===== src/rtl/seq_pkg.sv =====
// Shared definitions for the multiply-accumulate control sequencer.
package seq_pkg;

    // Sequencer states; encodings are fixed so state can be probed externally.
    typedef enum logic [1:0] {
        IDLE = 2'b00,
        RUN  = 2'b01,
        LOAD = 2'b10
    } statetype;

    // Default width of the completed-frame counter.
    localparam int FCW_DEFAULT = 8;

endpackage


===== src/rtl/tap_counter.sv =====
// Tap index register with synchronous clear, count enable and a terminal
// compare against the latched frame length.
module tap_counter #(
    parameter int SELW = 2
) (
    input  logic            clk,
    input  logic            reset,
    input  logic            clr,
    input  logic            en,
    input  logic [SELW-1:0] len,
    output logic [SELW-1:0] idx,
    output logic            last
);

    // Index register: clear has priority over increment.
    always_ff @(posedge clk or negedge reset) begin
        // NOTE: non-blocking assignments keep every flop sampling pre-edge values.
        if (!reset) begin
            idx <= '0;
        end else if (clr) begin
            idx <= '0;
        end else if (en) begin
            idx <= idx + SELW'(1);
        end
    end

    // Terminal tap reached when the index matches the frame length.
    assign last = (idx == len);

endmodule


===== src/rtl/mac_sequencer.sv =====
// Control sequencer for the MAC datapath: walks the tap select over a frame,
// strobes the accumulator, and loads the output register once per frame.
module mac_sequencer
    import seq_pkg::*;
#(
    parameter int NTAPS = 4,
    parameter int SELW  = $clog2(NTAPS),
    parameter int FCW   = FCW_DEFAULT
) (
    input  logic            clk,
    input  logic            reset,
    input  logic            start,
    input  logic            cont,
    input  logic [SELW-1:0] len_m1,
    input  logic            hold,
    output logic [SELW-1:0] mux_sel,
    output logic            accum_en,
    output logic            clear_accum,
    output logic            load_out,
    output logic            done,
    output logic            busy,
    output logic [FCW-1:0]  frame_cnt
);

    // Largest legal last-tap index; always representable in SELW bits.
    localparam logic [SELW-1:0] MAX_LEN = SELW'(NTAPS - 1);

    statetype        state;
    statetype        state_nxt;
    logic [SELW-1:0] len_q;
    logic [SELW-1:0] len_eff;
    logic [SELW-1:0] idx;
    logic            last;
    logic            cnt_clr;
    logic            cnt_en;

    // Requested length, clamped to the number of physical taps.
    assign len_eff = (len_m1 > MAX_LEN) ? MAX_LEN : len_m1;

    // Index is held at zero outside RUN and advances on non-stalled RUN cycles.
    assign cnt_clr = (state != RUN);
    assign cnt_en  = (state == RUN) && !hold && !last;

    tap_counter #(
        .SELW (SELW)
    ) u_tap_counter (
        .clk   (clk),
        .reset (reset),
        .clr   (cnt_clr),
        .en    (cnt_en),
        .len   (len_q),
        .idx   (idx),
        .last  (last)
    );

    // Next-state decode.
    always_comb begin
        // NOTE: assigning a default first keeps this purely combinational (no latch).
        state_nxt = state;
        case (state)
            IDLE:    if (start) state_nxt = RUN;
            RUN:     if (!hold && last) state_nxt = LOAD;
            LOAD:    state_nxt = cont ? RUN : IDLE;
            default: state_nxt = IDLE;
        endcase
    end

    // State register.
    always_ff @(posedge clk or negedge reset) begin
        if (!reset) begin
            state <= IDLE;
        end else begin
            state <= state_nxt;
        end
    end

    // Frame length is captured only when a start is honoured in IDLE.
    always_ff @(posedge clk or negedge reset) begin
        if (!reset) begin
            len_q <= '0;
        end else if ((state == IDLE) && start) begin
            len_q <= len_eff;
        end
    end

    // Completed-frame counter, bumped once per LOAD and wrapping naturally.
    always_ff @(posedge clk or negedge reset) begin
        if (!reset) begin
            frame_cnt <= '0;
        end else if (state == LOAD) begin
            frame_cnt <= frame_cnt + FCW'(1);
        end
    end

    // Moore outputs; accumulator strobes are additionally gated by hold.
    always_comb begin
        mux_sel     = (state == IDLE) ? '0 : idx;
        busy        = (state == RUN) || (state == LOAD);
        load_out    = (state == LOAD);
        done        = (state == LOAD);
        accum_en    = (state == RUN) && !hold;
        clear_accum = (state == RUN) && !hold && (idx == '0);
    end

endmodule


===== config.mk =====
export PLATFORM = sky130hd
export DESIGN_NAME = mac_sequencer
export DESIGN_NICKNAME = d
export VERILOG_FILES = /design/src/rtl/seq_pkg.sv /design/src/rtl/tap_counter.sv /design/src/rtl/mac_sequencer.sv
export SDC_FILE = /design/constraint.sdc
export NUM_CORES = 1
export LEC_CHECK = 0
export CAP_MARGIN = 30
export CORE_ASPECT_RATIO = 1.4
export CORE_MARGIN = 2
export CORE_UTILIZATION = 24
export CTS_BUF_LIST = sky130_fd_sc_hd__clkbuf_8
export DETAILED_ROUTE_END_ITERATION = 12
export GPL_TIMING_DRIVEN = 0
export PLACE_DENSITY_LB_ADDON = 0.12
export RECOVER_POWER = 25
export REMOVE_ABC_BUFFERS = 1
export SLEW_MARGIN = 20
export SYNTH_ARGS = -nofsm -noshare
export SYNTH_HDL_FRONTEND = slang
export SYNTH_HIERARCHICAL = 1
export SYNTH_SLANG_ARGS = --single-unit

===== constraint.sdc =====
create_clock -name clk -period 1.6 [get_ports clk]
set_input_delay 0.32 -clock clk [delete_from_list [all_inputs] [get_ports clk]]
set_output_delay 0.32 -clock clk [all_outputs]
set_load 0.005 [all_outputs]

==> report_table.html <==
<table>
<tr><th>Metric</th><th>Value</th></tr>
<tr><th colspan="2">Power</th></tr>
<tr><td>Clock power share</td><td>18.3%</td></tr>
<tr><td>Leakage</td><td>0.0005156 uW</td></tr>
<tr><td>Share of power burned in combinational logic</td><td>49.8%</td></tr>
<tr><td>Power dissipated by switching net loads</td><td>629.4 uW</td></tr>
<tr><td>Switching Share</td><td>33.44%</td></tr>
<tr><td>Max IR drop VDD</td><td>0.0007278 V</td></tr>
<tr><td>Power Dens Cells</td><td>1635 nW/um^2</td></tr>
<tr><td>Internal power contribution</td><td>1253 uW</td></tr>
<tr><td>Sequential Power Share</td><td>31.9%</td></tr>
<tr><th colspan="2">Yosys</th></tr>
<tr><td>EDFF count, synth</td><td>0</td></tr>
<tr><td>Post-synthesis instance area</td><td>757.0 um^2</td></tr>
<tr><td>Mapped Cells</td><td>66</td></tr>
<tr><td>Main synth FF type</td><td>dfrtp_1</td></tr>
<tr><td>Proportion of synthesized chip area in sequential cells</td><td>46.28%</td></tr>
<tr><td>Share of flip-flops with an asynchronous set or reset after synthesis</td><td>100.0%</td></tr>
<tr><td>Netlist cell types</td><td>20</td></tr>
<tr><td>Count of synthesis-stage warnings from yosys</td><td>6</td></tr>
<tr><td>Mean post-synth cell area</td><td>11.47 um^2</td></tr>
<tr><td>Yosys reg bits</td><td>14</td></tr>
<tr><th colspan="2">GRT</th></tr>
<tr><td>Total congestion overflow</td><td>0</td></tr>
<tr><td>Overall global routing resource usage</td><td>9.961%</td></tr>
<tr><td>Antenna violations before repair</td><td>0</td></tr>
<tr><td>Global-route wire length before repair</td><td>2753 um</td></tr>
<tr><td>Vias in the first global route</td><td>596</td></tr>
<tr><td>Pin count of the biggest net entering global routing</td><td>15</td></tr>
<tr><th colspan="2">Timing</th></tr>
<tr><td>Final TNS setup</td><td>0 ns</td></tr>
<tr><td>Final worst path period need</td><td>1.572 ns</td></tr>
<tr><td>Unrepaired setup endpoints after global routing</td><td>true</td></tr>
<tr><td>Worst Hold Slack</td><td>0.4684 ns</td></tr>
<tr><td>Post-route setup slack</td><td>0.02768 ns</td></tr>
<tr><td>Final Hold Fails</td><td>0</td></tr>
<tr><td>Ratio of final minimum period to clock period</td><td>98.27%</td></tr>
<tr><td>Final Max Slew Viols</td><td>0</td></tr>
<tr><td>Rel. slew slack</td><td>57.22%</td></tr>
<tr><td>Peak Freq</td><td>0.6360 GHz</td></tr>
<tr><td>Final setup violation count</td><td>0</td></tr>
<tr><td>Setup clock skew after layout</td><td>0.003337 ns</td></tr>
<tr><td>Worst Tran Pin Value</td><td>0.6396 ns</td></tr>
<tr><th colspan="2">Placed design</th></tr>
<tr><td>Minimum setup slack after placement</td><td>-0.3301 ns</td></tr>
<tr><td>Weighted congestion reported at the end of routability-driven placement</td><td>0.6831</td></tr>
<tr><td>Placed insts</td><td>124</td></tr>
<tr><td># port buffers</td><td>21</td></tr>
<tr><td>Post-DP Area</td><td>1001 um^2</td></tr>
<tr><td>Post-DP HPWL</td><td>1138 um</td></tr>
<tr><th colspan="2">Setup path</th></tr>
<tr><td>Worst Path Required</td><td>1.28 ns</td></tr>
<tr><td>Type of element launching the critical path</td><td>flip-flop</td></tr>
<tr><td>Kind of critical path</td><td>flip-flop to primary output</td></tr>
<tr><td>CP Capture Type</td><td>primary output</td></tr>
<tr><td>Critical Path Fanout Max</td><td>3</td></tr>
<tr><td>Arrival time at the worst endpoint</td><td>1.25 ns</td></tr>
<tr><th colspan="2">Final layout</th></tr>
<tr><td>Antenna diode count</td><td>0</td></tr>
<tr><td>Post-layout instance count excluding filler cells</td><td>136</td></tr>
<tr><td>Area growth syn-to-layout</td><td>52.07%</td></tr>
<tr><td>Area of all placed cells without fillers</td><td>1151 um^2</td></tr>
<tr><td>Share of final-layout standard cells stronger than drive strength 1</td><td>34.02%</td></tr>
<tr><td>Total number of nets in the final design</td><td>112</td></tr>
<tr><td>Top library cells by usage in the layout, fill and taps aside</td><td>dfrtp_1, clkdlybuf4s50_1, xnor2_1, buf_4, mux2_2</td></tr>
<tr><th colspan="2">Detailed routing</th></tr>
<tr><td>Routed wire length</td><td>1604 um</td></tr>
<tr><td>Antenna Violating Nets Remaining</td><td>0</td></tr>
<tr><td>Post-detailed-route DRC marker count</td><td>0</td></tr>
<tr><td>Vias after detailed routing</td><td>572</td></tr>
<tr><td>Routed vias/inst</td><td>4.206</td></tr>
<tr><td>Violation count after the first detailed-route iteration</td><td>4</td></tr>
<tr><td>Detailed-route wire length per cell</td><td>11.79 um</td></tr>
<tr><td>Number of iterations in the first detailed-routing pass</td><td>2</td></tr>
<tr><th colspan="2">Floorplanning</th></tr>
<tr><td>Die outline height</td><td>70.45 um</td></tr>
<tr><td>Top-level I/O count</td><td>22</td></tr>
<tr><td>Initial standard-cell utilization of the core</td><td>24.71%</td></tr>
<tr><td>Die boundary width</td><td>51.47 um</td></tr>
<tr><td>Number of core rows</td><td>24</td></tr>
<tr><td>Core Box Area</td><td>3063 um^2</td></tr>
<tr><td>Die area</td><td>3626 um^2</td></tr>
<tr><th colspan="2">Clock tree</th></tr>
<tr><td>CTS Buf Count</td><td>3</td></tr>
<tr><td>TritonCTS clock tree</td><td>built</td></tr>
<tr><td>Root buf cell</td><td>clkbuf_8</td></tr>
<tr><td>H-Tree Depth</td><td>1</td></tr>
<tr><td>Number of buffers on the longest clock path</td><td>2</td></tr>
<tr><td>Count of hold-fix buffers inserted at cts</td><td>0</td></tr>
<tr><td>Source-to-sink clock delay at the later pin of the worst-skew pair</td><td>0.24 ns</td></tr>
<tr><td>Clk sinks</td><td>14</td></tr>
<tr><td>Clock transition at the registers of the reported paths</td><td>0.06 ns</td></tr>
<tr><th colspan="2">Outcome</th></tr>
<tr><td>Outcome</td><td>complete, no violations</td></tr>
<tr><th colspan="2">Flow run</th></tr>
<tr><td>MaxCap Viol Count</td><td>0</td></tr>
<tr><th colspan="2">Worst hold path</th></tr>
<tr><td>Worst hold-check path type</td><td>flip-flop to flip-flop</td></tr>
</table>
[cell type report]
class	instances	area, um^2
clock buffer	4	55.05
sequential	14	351.6
tap	39	48.80
inverter	4	15.01
timing repair buffer	29	260.3
multi-input combinational	46	420.4
fill	322	1912
[repair_timing]
| item | in CTS | in global routing |
|---|---|---|
| setup buffers | 6 | 3 |
| gates resized for setup | 27 | 6 |
| pin swaps | 2 | 2 |
| cloned | 0 | 0 |
| setup endpoints to repair | 7 | 7 |
[final timing paths]
path | start | end | slack (ns) | cells past startpoint
worst max-delay path | state[0] | clear_accum | 0.03 | 5
worst min-delay path | frame_cnt[7] | frame_cnt[7] | 0.47 | 1
worst max register to register | u_tap_counter/idx[1] | state[0] | 0.09 | 5
worst min register to register | frame_cnt[7] | frame_cnt[7] | 0.47 | 1
max in group asynchronous | reset | u_tap_counter/idx[0] | 0.61 | 1
min in group asynchronous | reset | u_tap_counter/idx[1] | 0.54 | 1
[state kept, by name, indices dropped and copies added, names as in the netlist]
name and cells:
frame_cnt 8, u_tap_counter/idx 2, state 2, len_q 2
[kinds of logic after synthesis]
| family | count (synthesis) | synth area share (%) |
|---|---|---|
| simple gates | 20 | 15.37 |
| flops | 14 | 46.28 |
| xor+xnor | 10 | 11.57 |
| fa+ha+maj | 7 | 11.57 |
| buf+inv | 6 | 3.966 |
| mux | 5 | 7.437 |
| compound gates | 4 | 3.802 |
[worst max-delay path, stage by stage, from the launching register on]
cell and delay, ns:
dfrtp_1 0.41, buf_6 0.12, ha_4 0.14, nand2b_4 0.06, nor3_2 0.14, buf_2 0.13
[synth_stat cells (all sizes together) (2+ instances only)]
cell type | count | share of area, %
buf | 2 | 2.0
nand4 | 3 | 3.3
xnor2 | 7 | 8.1
nand2 | 4 | 2.0
inv | 4 | 2.0
a21oi | 3 | 2.5
nor2b | 3 | 2.5
dfrtp | 14 | 46
xor2 | 3 | 3.5
mux2 | 5 | 7.4
and3 | 2 | 2.3
nor2 | 4 | 2.0
nand2b | 2 | 1.7
ha | 7 | 12
[through the flow]
stage | util [%] | total power, uW
floorplan | - | 1009
detailed placement | 32.68 | 1372
finish | 37.58 | 1882
global placement | 32.68 | 1364
global route | 37.58 | 2053
CTS | 37.17 | 1874
[power by group through the flow]
stage          registers, uW  logic, uW  clock network, uW
2_1_floorplan            591        418                  0
3_3_place_gp             608        756                  0
3_5_place_dp             609        762                  0
4_1_cts                  597        920                356
5_1_grt                  623       1060                373
6_report                 600        938                344
[metal layers]
metal  track usage [%]  wire length (um)
met5                 0                 0
met4             4.386                 9
met3             2.137                38
met2             16.10               820
met1             12.45               736
No activity file was read; power rests on OpenSTA's default activity.
